--- config.mk ---
export PLATFORM = sky130hd
export DESIGN_NAME = gate_multi_fault_fsm
export DESIGN_NICKNAME = d
export VERILOG_FILES = /design/src/rtl/gate_fault_pkg.sv /design/src/rtl/gate_lfsr.sv /design/src/rtl/gate_multi_fault_fsm.sv
export SDC_FILE = /design/constraint.sdc
export NUM_CORES = 1
export LEC_CHECK = 0
export BUFFER_PORTS_ARGS = -buffer_cell sky130_fd_sc_hd__buf_2
export CAP_MARGIN = 20
export CELL_PAD_IN_SITES_DETAIL_PLACEMENT = 1
export CELL_PAD_IN_SITES_GLOBAL_PLACEMENT = 1
export CORE_UTILIZATION = 35
export DETAILED_ROUTE_END_ITERATION = 10
export PLACE_DENSITY = 0.73
export SETUP_SLACK_MARGIN = 0.05
export SLEW_MARGIN = 20
export SYNTH_ARGS = -nofsm -noshare
export SYNTH_HDL_FRONTEND = slang
export SYNTH_SLANG_ARGS = --single-unit
--- constraint.sdc ---
create_clock -name clk -period 11.42 [get_ports clk]
set_input_delay 1.713 -clock clk [delete_from_list [all_inputs] [get_ports clk]]
set_output_delay 1.713 -clock clk [all_outputs]
set_load 0.05 [all_outputs]
--- src/rtl/gate_fault_pkg.sv ---
// Shared types and helpers for the fault-injection gate family.
package gate_fault_pkg;

  typedef enum logic [1:0] {
    ST_IDLE     = 2'd0,
    ST_ACTIVE   = 2'd1,
    ST_COOLDOWN = 2'd2
  } gate_state_e;

  localparam logic [1:0] MODE_PROP   = 2'b00;
  localparam logic [1:0] MODE_THRESH = 2'b01;
  localparam logic [1:0] MODE_ANY    = 2'b10;
  localparam logic [1:0] MODE_ALL    = 2'b11;

  // Bits needed to hold a popcount of n inputs (0..n).
  function automatic int popcount_width(input int n);
    return $clog2(n + 1);
  endfunction

endpackage

--- src/rtl/gate_lfsr.sv ---
// Free-running Fibonacci-style LFSR, shifting left with XOR feedback of tapped bits.
module gate_lfsr #(
  parameter int                 WIDTH = 16,
  parameter logic [WIDTH-1:0]   TAPS  = 16'hD008,
  parameter logic [WIDTH-1:0]   SEED  = 16'hACE1
) (
  input  logic             clk,
  input  logic             reset_n,
  output logic [WIDTH-1:0] value
);

  logic [WIDTH-1:0] r_value;
  logic             w_fb;

  assign w_fb  = ^(r_value & TAPS);
  assign value = r_value;

  // Load seed on reset, otherwise advance one step every cycle.
  always_ff @(posedge clk) begin
    if (!reset_n) begin
      r_value <= SEED;
    end else begin
      r_value <= {r_value[WIDTH-2:0], w_fb};
    end
  end

endmodule

--- src/rtl/gate_multi_fault_fsm.sv ---
// Multi-input fault gate: decides per cycle whether a fault fires and holds it.
//
// state    | meaning
// IDLE     | waiting for a trigger
// ACTIVE   | out asserted; hold counter running (frozen while sticky)
// COOLDOWN | triggers ignored until cooldown counter expires
module gate_multi_fault_fsm
  import gate_fault_pkg::*;
#(
  parameter int                      INPUT_COUNT     = 4,
  parameter int                      LFSR_WIDTH      = 16,
  parameter logic [LFSR_WIDTH-1:0]   LFSR_TAPS       = 16'hD008,
  parameter logic [LFSR_WIDTH-1:0]   RAND_SEED       = 16'hACE1,
  parameter int                      THRESHOLD       = 2,
  parameter int                      HOLD_CYCLES     = 4,
  parameter int                      COOLDOWN_CYCLES = 2,
  parameter int                      CNT_WIDTH       = 8
) (
  input  logic                   clk,
  input  logic                   reset_n,
  input  logic                   logic_reset,
  input  logic [1:0]             mode,
  input  logic                   sticky,
  input  logic [INPUT_COUNT-1:0] in,
  input  logic                   fault_in,
  output logic                   out,
  output logic [1:0]             state_o,
  output logic [CNT_WIDTH-1:0]   fault_count
);

  localparam int OW = popcount_width(INPUT_COUNT);
  localparam int PW = LFSR_WIDTH + OW;
  localparam int HW = $clog2(HOLD_CYCLES + 1);
  localparam int CW = (COOLDOWN_CYCLES < 1) ? 1 : $clog2(COOLDOWN_CYCLES + 1);

  // Per-input slice of the LFSR range; the product with popcount is kept wide.
  localparam longint unsigned STEP64 =
    ((64'd1 << LFSR_WIDTH) - 64'd1) / 64'(INPUT_COUNT);
  localparam logic [LFSR_WIDTH-1:0] STEP      = LFSR_WIDTH'(STEP64);
  localparam logic [HW-1:0]         HOLD_LOAD = HW'(HOLD_CYCLES - 1);
  localparam logic [CW-1:0]         CD_LOAD   =
    CW'((COOLDOWN_CYCLES > 0) ? (COOLDOWN_CYCLES - 1) : 0);

  logic [LFSR_WIDTH-1:0] w_lfsr;
  logic [OW-1:0]         w_ones;
  logic [PW-1:0]         w_prod;
  logic                  w_hit;
  logic                  w_trig;

  gate_state_e           r_state, w_next_state;
  logic [HW-1:0]         r_hold, w_next_hold;
  logic [CW-1:0]         r_cd, w_next_cd;
  logic                  w_fire;
  logic                  r_out;
  logic [CNT_WIDTH-1:0]  r_count;

  gate_lfsr #(
    .WIDTH (LFSR_WIDTH),
    .TAPS  (LFSR_TAPS),
    .SEED  (RAND_SEED)
  ) u_lfsr (
    .clk     (clk),
    .reset_n (reset_n),
    .value   (w_lfsr)
  );

  // Count how many monitored inputs are high.
  always_comb begin
    w_ones = '0;
    for (int i = 0; i < INPUT_COUNT; i++) begin
      w_ones = w_ones + OW'(in[i]);
    end
  end

  assign w_prod = PW'(w_ones) * PW'(STEP);

  // Mode-dependent trigger decision.
  always_comb begin
    w_hit = 1'b0;
    case (mode)
      MODE_PROP:   w_hit = (PW'(w_lfsr) < w_prod);
      MODE_THRESH: w_hit = (w_ones >= OW'(THRESHOLD));
      MODE_ANY:    w_hit = (w_ones != '0);
      MODE_ALL:    w_hit = (w_ones == OW'(INPUT_COUNT));
      default:     w_hit = 1'b0;
    endcase
  end

  assign w_trig = fault_in & w_hit;

  // Next-state and counter logic; functional clear overrides any trigger.
  always_comb begin
    w_next_state = r_state;
    w_next_hold  = r_hold;
    w_next_cd    = r_cd;
    w_fire       = 1'b0;
    if (logic_reset) begin
      w_next_state = ST_IDLE;
      w_next_hold  = '0;
      w_next_cd    = '0;
    end else begin
      case (r_state)
        ST_IDLE: begin
          if (w_trig) begin
            w_next_state = ST_ACTIVE;
            w_next_hold  = HOLD_LOAD;
            w_fire       = 1'b1;
          end
        end
        ST_ACTIVE: begin
          if (!sticky) begin
            if (w_trig) begin
              w_next_hold = HOLD_LOAD;
            end else if (r_hold == '0) begin
              if (COOLDOWN_CYCLES == 0) begin
                w_next_state = ST_IDLE;
              end else begin
                w_next_state = ST_COOLDOWN;
                w_next_cd    = CD_LOAD;
              end
            end else begin
              w_next_hold = r_hold - 1'b1;
            end
          end
        end
        ST_COOLDOWN: begin
          if (r_cd == '0) begin
            w_next_state = ST_IDLE;
          end else begin
            w_next_cd = r_cd - 1'b1;
          end
        end
        default: begin
          w_next_state = ST_IDLE;
          w_next_hold  = '0;
          w_next_cd    = '0;
        end
      endcase
    end
  end

  // State, counters, registered output and saturating fire counter.
  always_ff @(posedge clk) begin
    if (!reset_n) begin
      r_state <= ST_IDLE;
      r_hold  <= '0;
      r_cd    <= '0;
      r_out   <= 1'b0;
      r_count <= '0;
    end else begin
      r_state <= w_next_state;
      r_hold  <= w_next_hold;
      r_cd    <= w_next_cd;
      r_out   <= (w_next_state == ST_ACTIVE);
      if (w_fire && !(&r_count)) begin
        r_count <= r_count + 1'b1;
      end
    end
  end

  assign out         = r_out;
  assign state_o     = r_state;
  assign fault_count = r_count;

endmodule

==> impl_metrics.toml <==
[grt]
antenna_found_initial = 0
grt_pass1_vias = 1763
grt_pass1_wl_mm = 8.19
grt_max_degree = 35
gr-total-overflow = 0
grt_use_total = 0.164

[floorplan]
start_util = 0.372
boundaryPins = 22
die_h_um = 82.3
die-area_um2 = 6770
core_um2 = 6060
rows = 28
dieWidth_um = 82.3

[timing]
tightest_slew_ps = 545
tns_ps = 0
hold_violations = 0
finalSetupViolCount = 0
slew_headroom = 0.636
rsz0062_at_grt = "false"
max_freq_mhz = 147
min_period_ps = 6780
whs_ps = 455
slew_violations = 0
timing.final.crit_share = 0.594
clock_skew_ps = 12.5

[detailed_routing]
wl_mm = 4.90
drt-initial-drc-count = 35
viasPerCell = 5.22
ant_nets = 0
wl_per_cell_um = 14.5
first_pass_iters = 4
drc = 0
vias = 1765

[worst_setup_path]
crit_path_max_fanout = 10
path_class = "in2reg"
worstPathRequired_ps = 11650
start_kind = "primary input"
cp.arrival_ps = 7010
cp-end-kind = "flip-flop"

[synth]
ys_seq_area_frac = 0.284
synth_area_um2 = 2260
avgSynthCellArea_um2 = 9.48
ys_types = 47
synth_edf_count = 0
ys_seq_elements = 32
synthArstFlopShare = 0
synth_largest_area_cell = "dfxtp_1"
syn-num-nets = 289
yosys-top-cells-area = "dfxtp_1 (28%), ha_1 (18%), fa_1 (6.2%)"
synth-main-ff-cell = "dfxtp_1"
synthCells = 238
yosysWarnings = 0
synth_top_area_share = 0.284

[cts]
clock_latency_ps = 300
htree_levels = 2
cts_buffers = 5
cts_tree = "built"
clockBufferDepth = 2
hold_buffers = 0
cts_sinks = 32
cts-root-buf = "clkbuf_8"
clkTransAtPathRegs_ps = 70
post_cts_resized = 0
post-cts-setup-buffers = 0

[layout]
diodes = 0
syn_to_final_growth_pct = 12.6
fin_nets = 313
layout_commonest_cell = "ha_1"
final_cell_mix = "ha_1 (33), dfxtp_1 (32), inv_1 (25), buf_2 (21), nand2_1 (17)"
drive_gt1_frac = 0.167
fillers = 722

[power]
p_leak_uw = 0.00114
power_density_nw_per_um2 = 168
vdd_drop_max_mv = 0.0657

[place]
dp_hpwl_mm = 3.80
place.port_buffers = 21
gp_congestion = 0.829

[run_status]
status = "completed"

[worst_hold_path]
hold_path.class = "reg2reg"

[run]
max-cap-violations = 0
==> sequential cells by signal, summed over array words and instances (netlist names) <==
signal        cells
u_lfsr.value     16
out               1
fault_count       8
r_hold            3
state_o           2
r_cd              2
==> through the flow <==
stage / utilization / std cells / setup WS [ps] / total power (µW) / instance area, µm²
2_1_floorplan: - / 238 / 4920 / 276 / 2260
3_3_place_gp: 0.402 / 330 / 4480 / 313 / 2430
3_5_place_dp: 0.402 / 330 / 4330 / 320 / 2430
4_1_cts: 0.419 / 338 / 4630 / 434 / 2540
5_1_grt: 0.419 / 338 / 4320 / 466 / 2540
6_report: 0.419 / 338 / 4640 / 427 / 2540
==> path summary, 6_finish.rpt <==
check                              from                     endpoint  slack, ps  cells past startpoint
min reg2reg  u_lfsr.value[9]$_SDFF_PN0_  u_lfsr.value[10]$_SDFF_PN1_        450                      1
max                               in[0]  fault_count[4]$_SDFFE_PN0P_       4640                     22
min          u_lfsr.value[9]$_SDFF_PN0_  u_lfsr.value[10]$_SDFF_PN1_        450                      1
max reg2reg  u_lfsr.value[8]$_SDFF_PN0_  fault_count[4]$_SDFFE_PN0P_       8990                      8
==> final cells by class <==
cell class              count  area (µm²)  share of cell area
clock inverters             2        35.0              0.0138
inverters                  25        93.8              0.0369
repair buffers             21         105              0.0414
well taps                  75        93.8              0.0369
multi-input cells         177        1500               0.590
flip-flops and latches     32         641               0.252
clock buffers               6        72.6              0.0286
==> cell usage after synthesis (4+ instances only) <==
library cell / instances
a21o_1: 5
a21oi_1: 10
and2_1: 10
dfxtp_1: 32
fa_1: 7
ha_1: 33
inv_1: 25
mux2i_1: 7
nand2_1: 17
nand2b_1: 15
nand4_1: 10
nor2_1: 4
nor3_2: 5
o211ai_1: 5
xor2_1: 4
==> kinds of logic (layout without fill, tap and decap cells) <==
family | after synthesis | count (layout) | synth area share
xor gates and xnor gates | 5 | 5 | 0.0194
and+or+nand+nor | 81 | 81 | 0.215
AOI/OAI and AO/OA | 44 | 44 | 0.154
muxes | 7 | 7 | 0.0310
DFF | 32 | 32 | 0.284
buffers and inverters | 29 | 54 | 0.0516
adders and majority gates | 40 | 40 | 0.245
==> worst max-delay path, stage by stage <==
cell	delay (ps)
buf_2	110
fa_1	540
ha_1	200
inv_1	70
ha_1	200
inv_1	80
ha_1	150
a21o_1	170
inv_1	190
fa_1	500
fa_1	430
inv_1	90
fa_1	420
inv_1	130
ha_1	270
and3_4	200
a221oi_2	260
o2111ai_1	170
o211a_1	380
or2_4	320
nor3_2	200
mux2i_1	200
==> layer usage <==
metal | vias up | routed length (µm) | global-route usage
met3 | 7 | 145 | 0.0363
li1 | 891 | - | -
met2 | 24 | 2280 | 0.268
met1 | 843 | 2390 | 0.205
met4 | 0 | 85 | 0.0737
met5 | - | 0 | 0
==> power by group <==
group	internal [µW]	total, µW	switching, µW
logic	81.0	196	115
clock network	64.7	109	44.2
registers	118	122	4.40
(Power assumes the default switching activity.)
